==> src/rtl/decode_stage.sv <==
// decode_stage: registered, handshaked instruction decode with illegal-opcode
// detection, flush, and a saturating illegal-instruction counter.
// Optional build macro DECODE_SKID_EN adds a one-entry skid buffer and makes
// in_ready a register (no combinational out_ready -> in_ready path).
module decode_stage #(
    parameter int XLEN       = 32,
    parameter int PC_W       = 32,
    parameter int ID_W       = 6,
    parameter int CNT_W      = 16,
    parameter bit ZEXT_LOGIC = 1'b1
) (
    input  logic             clk,
    input  logic             rst,
    input  logic             flush,
    input  logic             in_valid,
    output logic             in_ready,
    input  logic [31:0]      in_ir,
    input  logic [PC_W-1:0]  in_pc,
    output logic             out_valid,
    input  logic             out_ready,
    output logic [ID_W-1:0]  out_id,
    output logic [XLEN-1:0]  out_rs,
    output logic [XLEN-1:0]  out_rt,
    output logic [XLEN-1:0]  out_rd,
    output logic [PC_W-1:0]  out_pc,
    output logic [5:0]       out_sys,
    output logic             out_illegal,
    output logic [CNT_W-1:0] ill_count
);

    typedef struct packed {
        logic [ID_W-1:0] id;
        logic [XLEN-1:0] rs;
        logic [XLEN-1:0] rt;
        logic [XLEN-1:0] rd;
        logic [PC_W-1:0] pc;
        logic [5:0]      sys;
        logic            illegal;
    } res_t;

    logic [5:0]      op, f;
    logic [XLEN-1:0] r_rs, r_rt, r_rd, simm, zimm, jtgt, limm;
    res_t            dec, res_q;
    logic [CNT_W-1:0] cnt_q;
    logic            vld_q, acc, pop;

    assign op   = in_ir[31:26];
    assign f    = in_ir[5:0];
    assign r_rs = XLEN'(in_ir[25:21]);
    assign r_rt = XLEN'(in_ir[20:16]);
    assign r_rd = XLEN'(in_ir[15:11]);
    assign simm = {{(XLEN-16){in_ir[15]}}, in_ir[15:0]};
    assign zimm = XLEN'(in_ir[15:0]);
    assign jtgt = XLEN'(in_ir[25:0]);
    assign limm = ZEXT_LOGIC ? zimm : simm;

    // Decode the incoming word; every field not used by the encoding stays 0.
    always_comb begin
        dec     = '0;
        dec.pc  = in_pc;
        unique case (op)
            6'd0: begin
                if (f <= 6'd3) begin
                    dec.id = ID_W'(f + 6'd1);
                    dec.rs = r_rs; dec.rt = r_rt; dec.rd = r_rd;
                end else dec.illegal = 1'b1;
            end
            6'd1, 6'd2: begin
                dec.id = ID_W'(op + 6'd4);
                dec.rs = r_rs; dec.rt = simm; dec.rd = r_rt;
            end
            6'd3, 6'd4: begin
                if (f == 6'd0) begin
                    dec.id = ID_W'(op + 6'd4);
                    dec.rs = r_rs; dec.rt = r_rt; dec.rd = r_rd;
                end else dec.illegal = 1'b1;
            end
            6'd5, 6'd6: begin
                dec.id = ID_W'(op + 6'd4);
                dec.rt = limm;
            end
            6'd7: begin
                if (f <= 6'd1) begin
                    dec.id = ID_W'(f + 6'd11);
                    dec.rt = zimm;
                end else dec.illegal = 1'b1;
            end
            6'd8, 6'd9, 6'd10, 6'd11, 6'd12, 6'd13, 6'd14, 6'd15, 6'd20: begin
                dec.id = ID_W'(op + 6'd5);
                dec.rt = simm; dec.rd = r_rt;
            end
            6'd16, 6'd17, 6'd18: begin
                dec.id = ID_W'(op + 6'd5);
                dec.rs = jtgt;
            end
            6'd19: begin
                dec.id = ID_W'(6'd24);
                dec.rs = r_rs; dec.rt = r_rt; dec.rd = r_rd;
            end
            6'd21: begin
                dec.id  = ID_W'(6'd26);
                dec.sys = f;
            end
            default: dec.illegal = 1'b1;
        endcase
    end

    assign acc = in_valid && in_ready;
    assign pop = vld_q && out_ready;

    // Illegal counter: counts accepted, non-flushed illegal words; saturates.
    always_ff @(posedge clk) begin
        if (rst) cnt_q <= '0;
        else if (acc && !flush && dec.illegal && cnt_q != {CNT_W{1'b1}})
            cnt_q <= cnt_q + 1'b1;
    end

`ifdef DECODE_SKID_EN
    res_t skid_q;
    logic skid_vld, rdy_q;

    assign in_ready = rdy_q;

    // Output/skid occupancy: stalled accepts park in the skid, which drains first.
    always_ff @(posedge clk) begin
        if (rst) begin
            vld_q    <= 1'b0;
            skid_vld <= 1'b0;
            rdy_q    <= 1'b0;
            res_q    <= '0;
        end else if (flush) begin
            vld_q    <= 1'b0;
            skid_vld <= 1'b0;
            rdy_q    <= 1'b1;
        end else begin
            rdy_q <= 1'b1;
            if (skid_vld) begin
                if (pop) begin
                    res_q    <= skid_q;
                    skid_vld <= 1'b0;
                end else rdy_q <= 1'b0;
            end else if (acc) begin
                if (!vld_q || pop) begin
                    res_q <= dec;
                    vld_q <= 1'b1;
                end else begin
                    skid_vld <= 1'b1;
                    rdy_q    <= 1'b0;
                end
            end else if (pop) vld_q <= 1'b0;
        end
    end

    // Skid payload: captured only when a stalled accept parks there.
    always_ff @(posedge clk) begin
        if (!skid_vld && acc && vld_q && !pop) skid_q <= dec;
    end
`else
    assign in_ready = !vld_q || out_ready;

    // Single output register: load on accept, clear valid when consumed.
    always_ff @(posedge clk) begin
        if (rst) begin
            vld_q <= 1'b0;
            res_q <= '0;
        end else if (flush) begin
            vld_q <= 1'b0;
        end else if (acc) begin
            res_q <= dec;
            vld_q <= 1'b1;
        end else if (pop) begin
            vld_q <= 1'b0;
        end
    end
`endif

    assign out_valid   = vld_q;
    assign out_id      = res_q.id;
    assign out_rs      = res_q.rs;
    assign out_rt      = res_q.rt;
    assign out_rd      = res_q.rd;
    assign out_pc      = res_q.pc;
    assign out_sys     = res_q.sys;
    assign out_illegal = res_q.illegal;
    assign ill_count   = cnt_q;

endmodule

==> config.mk <==
export PLATFORM = sky130hd
export DESIGN_NAME = decode_stage
export DESIGN_NICKNAME = d
export VERILOG_FILES = /design/src/rtl/decode_stage.sv
export SDC_FILE = /design/constraint.sdc
export NUM_CORES = 1
export LEC_CHECK = 0
export ABC_AREA = 1
export BUFFER_PORTS_ARGS = -buffer_cell sky130_fd_sc_hd__buf_4
export CAP_MARGIN = 30
export CORE_MARGIN = 2
export CORE_UTILIZATION = 38
export DETAILED_ROUTE_END_ITERATION = 10
export PLACE_DENSITY = 0.65
export SLEW_MARGIN = 10
export SYNTH_ARGS = -nofsm -noshare
export SYNTH_HDL_FRONTEND = slang
export SYNTH_SLANG_ARGS = --single-unit
==> constraint.sdc <==
create_clock -name clk -period 3.46 [get_ports clk]
set_input_delay 0.692 -clock clk [delete_from_list [all_inputs] [get_ports clk]]
set_output_delay 0.692 -clock clk [all_outputs]
set_load 0.02 [all_outputs]
# Word-level counts from Yosys, hierarchy flattened
# Index checks and enable logic that the tools add are counted.
# op_classes
n_addsub	5
magnitude_cmp	2
eq_ne	22
mux	15
n_bitwise	1
reduce_logical	21
# op_table
operator	n
$pmux 32 s4	2
$mux 102	2
$pmux 32 s6	1
$eq 6x4->1 const B	8
$pmux 6 s7	1
$eq 6x5->1 const B	6
$eq 6x3->1 const B	4
$reduce_or 18->1	1
$add 16x1->16 const B	1
$mux 16	1
$ne 16x16->1 const B	1
$add 6x3->6 const B	2
$eq 6x2->1 const B	2
$logic_not 6->1	2
$mux 6	2
$reduce_or 12->1	1
$reduce_or 11->1	1
$add 6x1->6 const B	1
$add 6x4->6 const B	1
$eq 6x1->1 const B	1
$le 6x1->1 const B	1
$le 6x2->1 const B	1
$reduce_or 2->1	3
$reduce_or 3->1	2
9 further kinds	18
# word_totals
reg_bits	158
input_bits	69
out_inout_bits	159
wordCells	75

# Logic depth before layout (Yosys ltp)
# depth
depth_word	6
depth_mapped	14
ltp_nobuf	13

# Least setup slack after synthesis
# No wires, ideal clock.
# synth_path
kind	input port to flip-flop
startpoint	in in_ir[28]
endpoint	reg cnt_q[12], in the netlist ill_count[12]
setup_time_ns	0.128
arrival_ns	1.932
required_ns	3.332
setup_slack_ns	1.401
path_stages	13
n_path_buf	1
cell_sequence	inv_1 -> ha_1 -> nand2_1 -> nand2_1 -> nand2_2 -> nand3_1 -> nor2_1 -> nand3_2 -> nand2_4 -> buf_4 -> nand4_1 -> nand2_1 -> nor2_1
# synth_between
elab_chain_len	5
elab_cells_between_ends	27
cone_classes	eq/ne (21); mux (1); reduce/logical (5)
# synth_lines
item	line_no	source
start, declared	17	input logic [31:0] in_ir,
$eq 6x5->1, or another cell as far along	61	unique case (op)
$reduce_or 18->1 (no line) / $reduce_or 2->1 (equally long branches)	n/a	
$pmux 1 s4 *	61	
$logic_and 1x1->1 * (2 in series)	114	else if (acc && !flush && dec.illegal && cnt_q != {CNT_W{1'b1}})
end signal, assigned	115	cnt_q <= cnt_q + 1'b1;
end, declared	44	logic [CNT_W-1:0] cnt_q;
# Every way passes the cells marked *; elsewhere a longest branch is shown, timed or not.
# A chain may end at the register's enable or synchronous reset.

# Worst setup path after layout
# layout_path
startpoint	in in_ir[28]
endpoint	reg res_q, in the netlist out_rt[1]
# layout_between
elab_chain_len	3
elab_cells_between_ends	22
cone_classes	eq/ne (17); mux (1); reduce/logical (4)
# layout_lines
item	line_no	source
$eq 6x4->1, or another cell as far along	61	
$reduce_or 11->1 (no line) / $reduce_or 2->1 (equally long branches)	n/a	
$pmux 32 s6 *	61	
end signal, assigned	165	res_q <= '0;
end signal, assigned	169	res_q <= dec;
end, declared	43	res_t dec, res_q;
# Marks and branches as above.

==> impl_metrics.ini <==
[layout]
nets = 1058
n_antenna_cell = 0
multi_input_area_mm2 = 0.00272
layout-drive-gt1-share_pct = 23.0
final_util_pct = 49.9
final_cells = 1165
n_fill_cell = 1491
seq_area_mm2 = 0.00220
fin_area_mm2 = 0.00720
area_growth_syn_to_layout_pct = 29.2

[sta]
tightest_slew_ns = 0.606
hold_slack_ns = 0.466
setup_ws_ns = 1.30
max_freq_mhz = 462
final.setup.tns_ns = 0
maxSlewHeadroom_pct = 59.4
grt_setup_unrepaired = no
setup_viol = 0
period_share_pct = 62.5
finalCriticalPeriod_ns = 2.16
fin_worst_skew_ns = 0.00821
hold_violations = 0
drv_slew = 0

[logic_synthesis]
synth-simple-area-share_pct = 30.2
ys_top_cells_by_area = dfxtp_1, nand2_1, nor2_1
synth_top_area_cell = dfxtp_1
synth_top_area_share_pct = 39.5
syn_avg_cell_area_um2 = 6.76
yosysWarnings = 0
synth_top_family_by_area = simple AND/OR/NAND/NOR gates
yosysSeqAreaShare_pct = 39.5
synth_cells = 824
synthMuxAreaShare_pct = 0
synth_seq_cells = 110
synthDistinctLibCells = 28
syn_area_mm2 = 0.00557
synthXorXnorAreaFrac_pct = 0.629
synth_compound_area_share_pct = 12.7
synthAdderAreaFrac_pct = 2.92

[floorplan]
die_area_mm2 = 0.0156
core.rowCount = 44
die_w_um = 125
die_h_um = 125
floorplan.initialDensity_pct = 38.6
boundaryPins = 228
core-area_mm2 = 0.0144

[placed_design]
post_dp_cell_area_mm2 = 0.00689
io_buffers = 194
place_hpwl_um = 11100
gp_congestion = 0.859
preCtsSetupSlack_ns = 0.938
dp_cells = 1149

[critical_path]
path_delay_family = simple AND/OR/NAND/NOR gates
critPathBufInv = 2
arrival_ns = 2.39
end_kind = register
reg2regPathDepth = 10
crit_type = in -> reg
critPathMaxFanout = 11
start_kind = input port
cpMaxStageDelayCell = nand4_1
cp_cell_sequence = buf_4, inv_1, ha_1, o21ai_0, nor2_1, nor2_1, nand4_1, nand2_1, nand2_1, nand2_1, a21oi_1
max_stage_delay_ns = 0.40
cpMostUsedCell = nand2_1
required_ns = 3.68
crit_cells = 11

[clock_network]
cts_setup_buffers = 0
h-tree-depth = 3
cts_tree = built
cts.sinks = 110
clk_latency_ns = 0.36
cts_buffer_depth = 2
cts.clk_slew.worst_paths_ns = 0.08
cts_made_buffers = 9
cts_resized = 0
cts_hold_buffers = 0
clock-root-buffer = clkbuf_16

[global_routing]
grt_max_degree = 117
grt_overflow_total = 0
busiest_layer = met2
grt_pass1_vias = 4785
grt_usage_pct = 19.6
use_met1_pct = 26.5
met2_usage_pct = 30.3
antenna_found_initial = 0
grt_pass1_wl_um = 25100
use_met3_pct = 6.38

[detailed_routing]
wire_per_inst_um = 13.8
firstDrtPassIters = 5
num_vias = 5476
drc = 0
drt-vias-per-instance = 4.70
first_iter_violations = 257
routed_wl_um = 16000
drtAntennaViolNets = 0

[min_path]
min_path_cells = 2
hold_path.class = reg -> reg

[status]
status = completed

[pwr]
p_leak_nw = 3.50
p_per_area_mw_per_mm2 = 406
peakVddDrop_uv = 351
finalPower_mw = 2.92

[flow_run]
max_cap_viol_count = 0
-- logic make-up (layout without fill, tap and decap cells) --
family | Yosys count | in the layout
AOI/OAI and AO/OA | 139 | 139
xor gates and xnor gates | 4 | 4
adders and majority gates | 13 | 13
buffers and inverters | 149 | 274
DFF | 110 | 110
other | 1 | 33
and+or+nand+nor | 408 | 408
-- worst paths after layout --
| check | from | endpoint | slack, ns |
|---|---|---|---|
| setup / recovery | in_ir[28] | out_rt[1] | 1.30 |
| hold / removal | out_id[3] | out_id[3] | 0.47 |
| setup reg to reg | ill_count[1] | ill_count[6] | 1.60 |
| hold reg to reg | out_id[3] | out_id[3] | 0.47 |
-- power by group --
| group | internal (mW) | total (mW) | leakage (nW) | switching (mW) |
|---|---|---|---|---|
| combinational | 0.181 | 0.495 | 2.45 | 0.314 |
| clock | 0.573 | 1.08 | 0.153 | 0.512 |
| sequential | 1.32 | 1.34 | 0.897 | 0.0276 |
-- layout by cell type (no fill, tap or decap), types with 2 or more instances in the layout --
cell type / instances
dfxtp_1: 110
buf_4: 197
nand3_2: 2
inv_1: 58
clkinv_2: 2
nand3_1: 53
nor3_1: 3
conb_1: 33
buf_12: 2
nand4_1: 17
nand2_2: 3
nand2_1: 186
ha_1: 13
nor2_2: 2
o21ai_0: 70
inv_6: 2
xnor2_1: 3
a21oi_1: 65
nor2_1: 139
clkbuf_16: 9
-- per-layer routing --
layer | up-vias | share of wire [%]
li1 | 2856 | -
met1 | 2404 | 47
met2 | 199 | 44
met3 | 17 | 8.2
met4 | 0 | 1.6
met5 | - | 0
-- flip-flops by register name, indices dropped and copies added, names as in the netlist --
signal and cells:
out_rd 5, out_sys 6, out_rs 26, out_pc 32, out_valid 1, ill_count 16, out_rt 17, out_id 6
out_illegal 1
-- tightest hold or removal path, cell delays in order (launching register included) --
cell and delay (ns):
dfxtp_1 0.31, nand2_1 0.06, a21oi_1 0.05
-- synth_stat cells, drive strengths merged --
cell	number
o21ai	70
nor2	141
ha	13
clkbuf	30
or2	1
nand3	55
a21o	1
a211oi	1
inv	59
o211ai	1
xnor2	3
conb	1
a22oi	1
a21oi	65
buf	60
dfxtp	110
xor2	1
nor3	4
nand4	17
nand2	190
-- layout make-up --
class                   count  share of cell area, %
inverters                  59                   3.08
repair buffers            199                   21.1
clock inverters             7                   1.15
clock buffers               9                   3.13
flip-flops and latches    110                   30.6
multi-input cells         597                   37.8
well taps                 184                   3.20
Power figures use the tool's default switching activity.
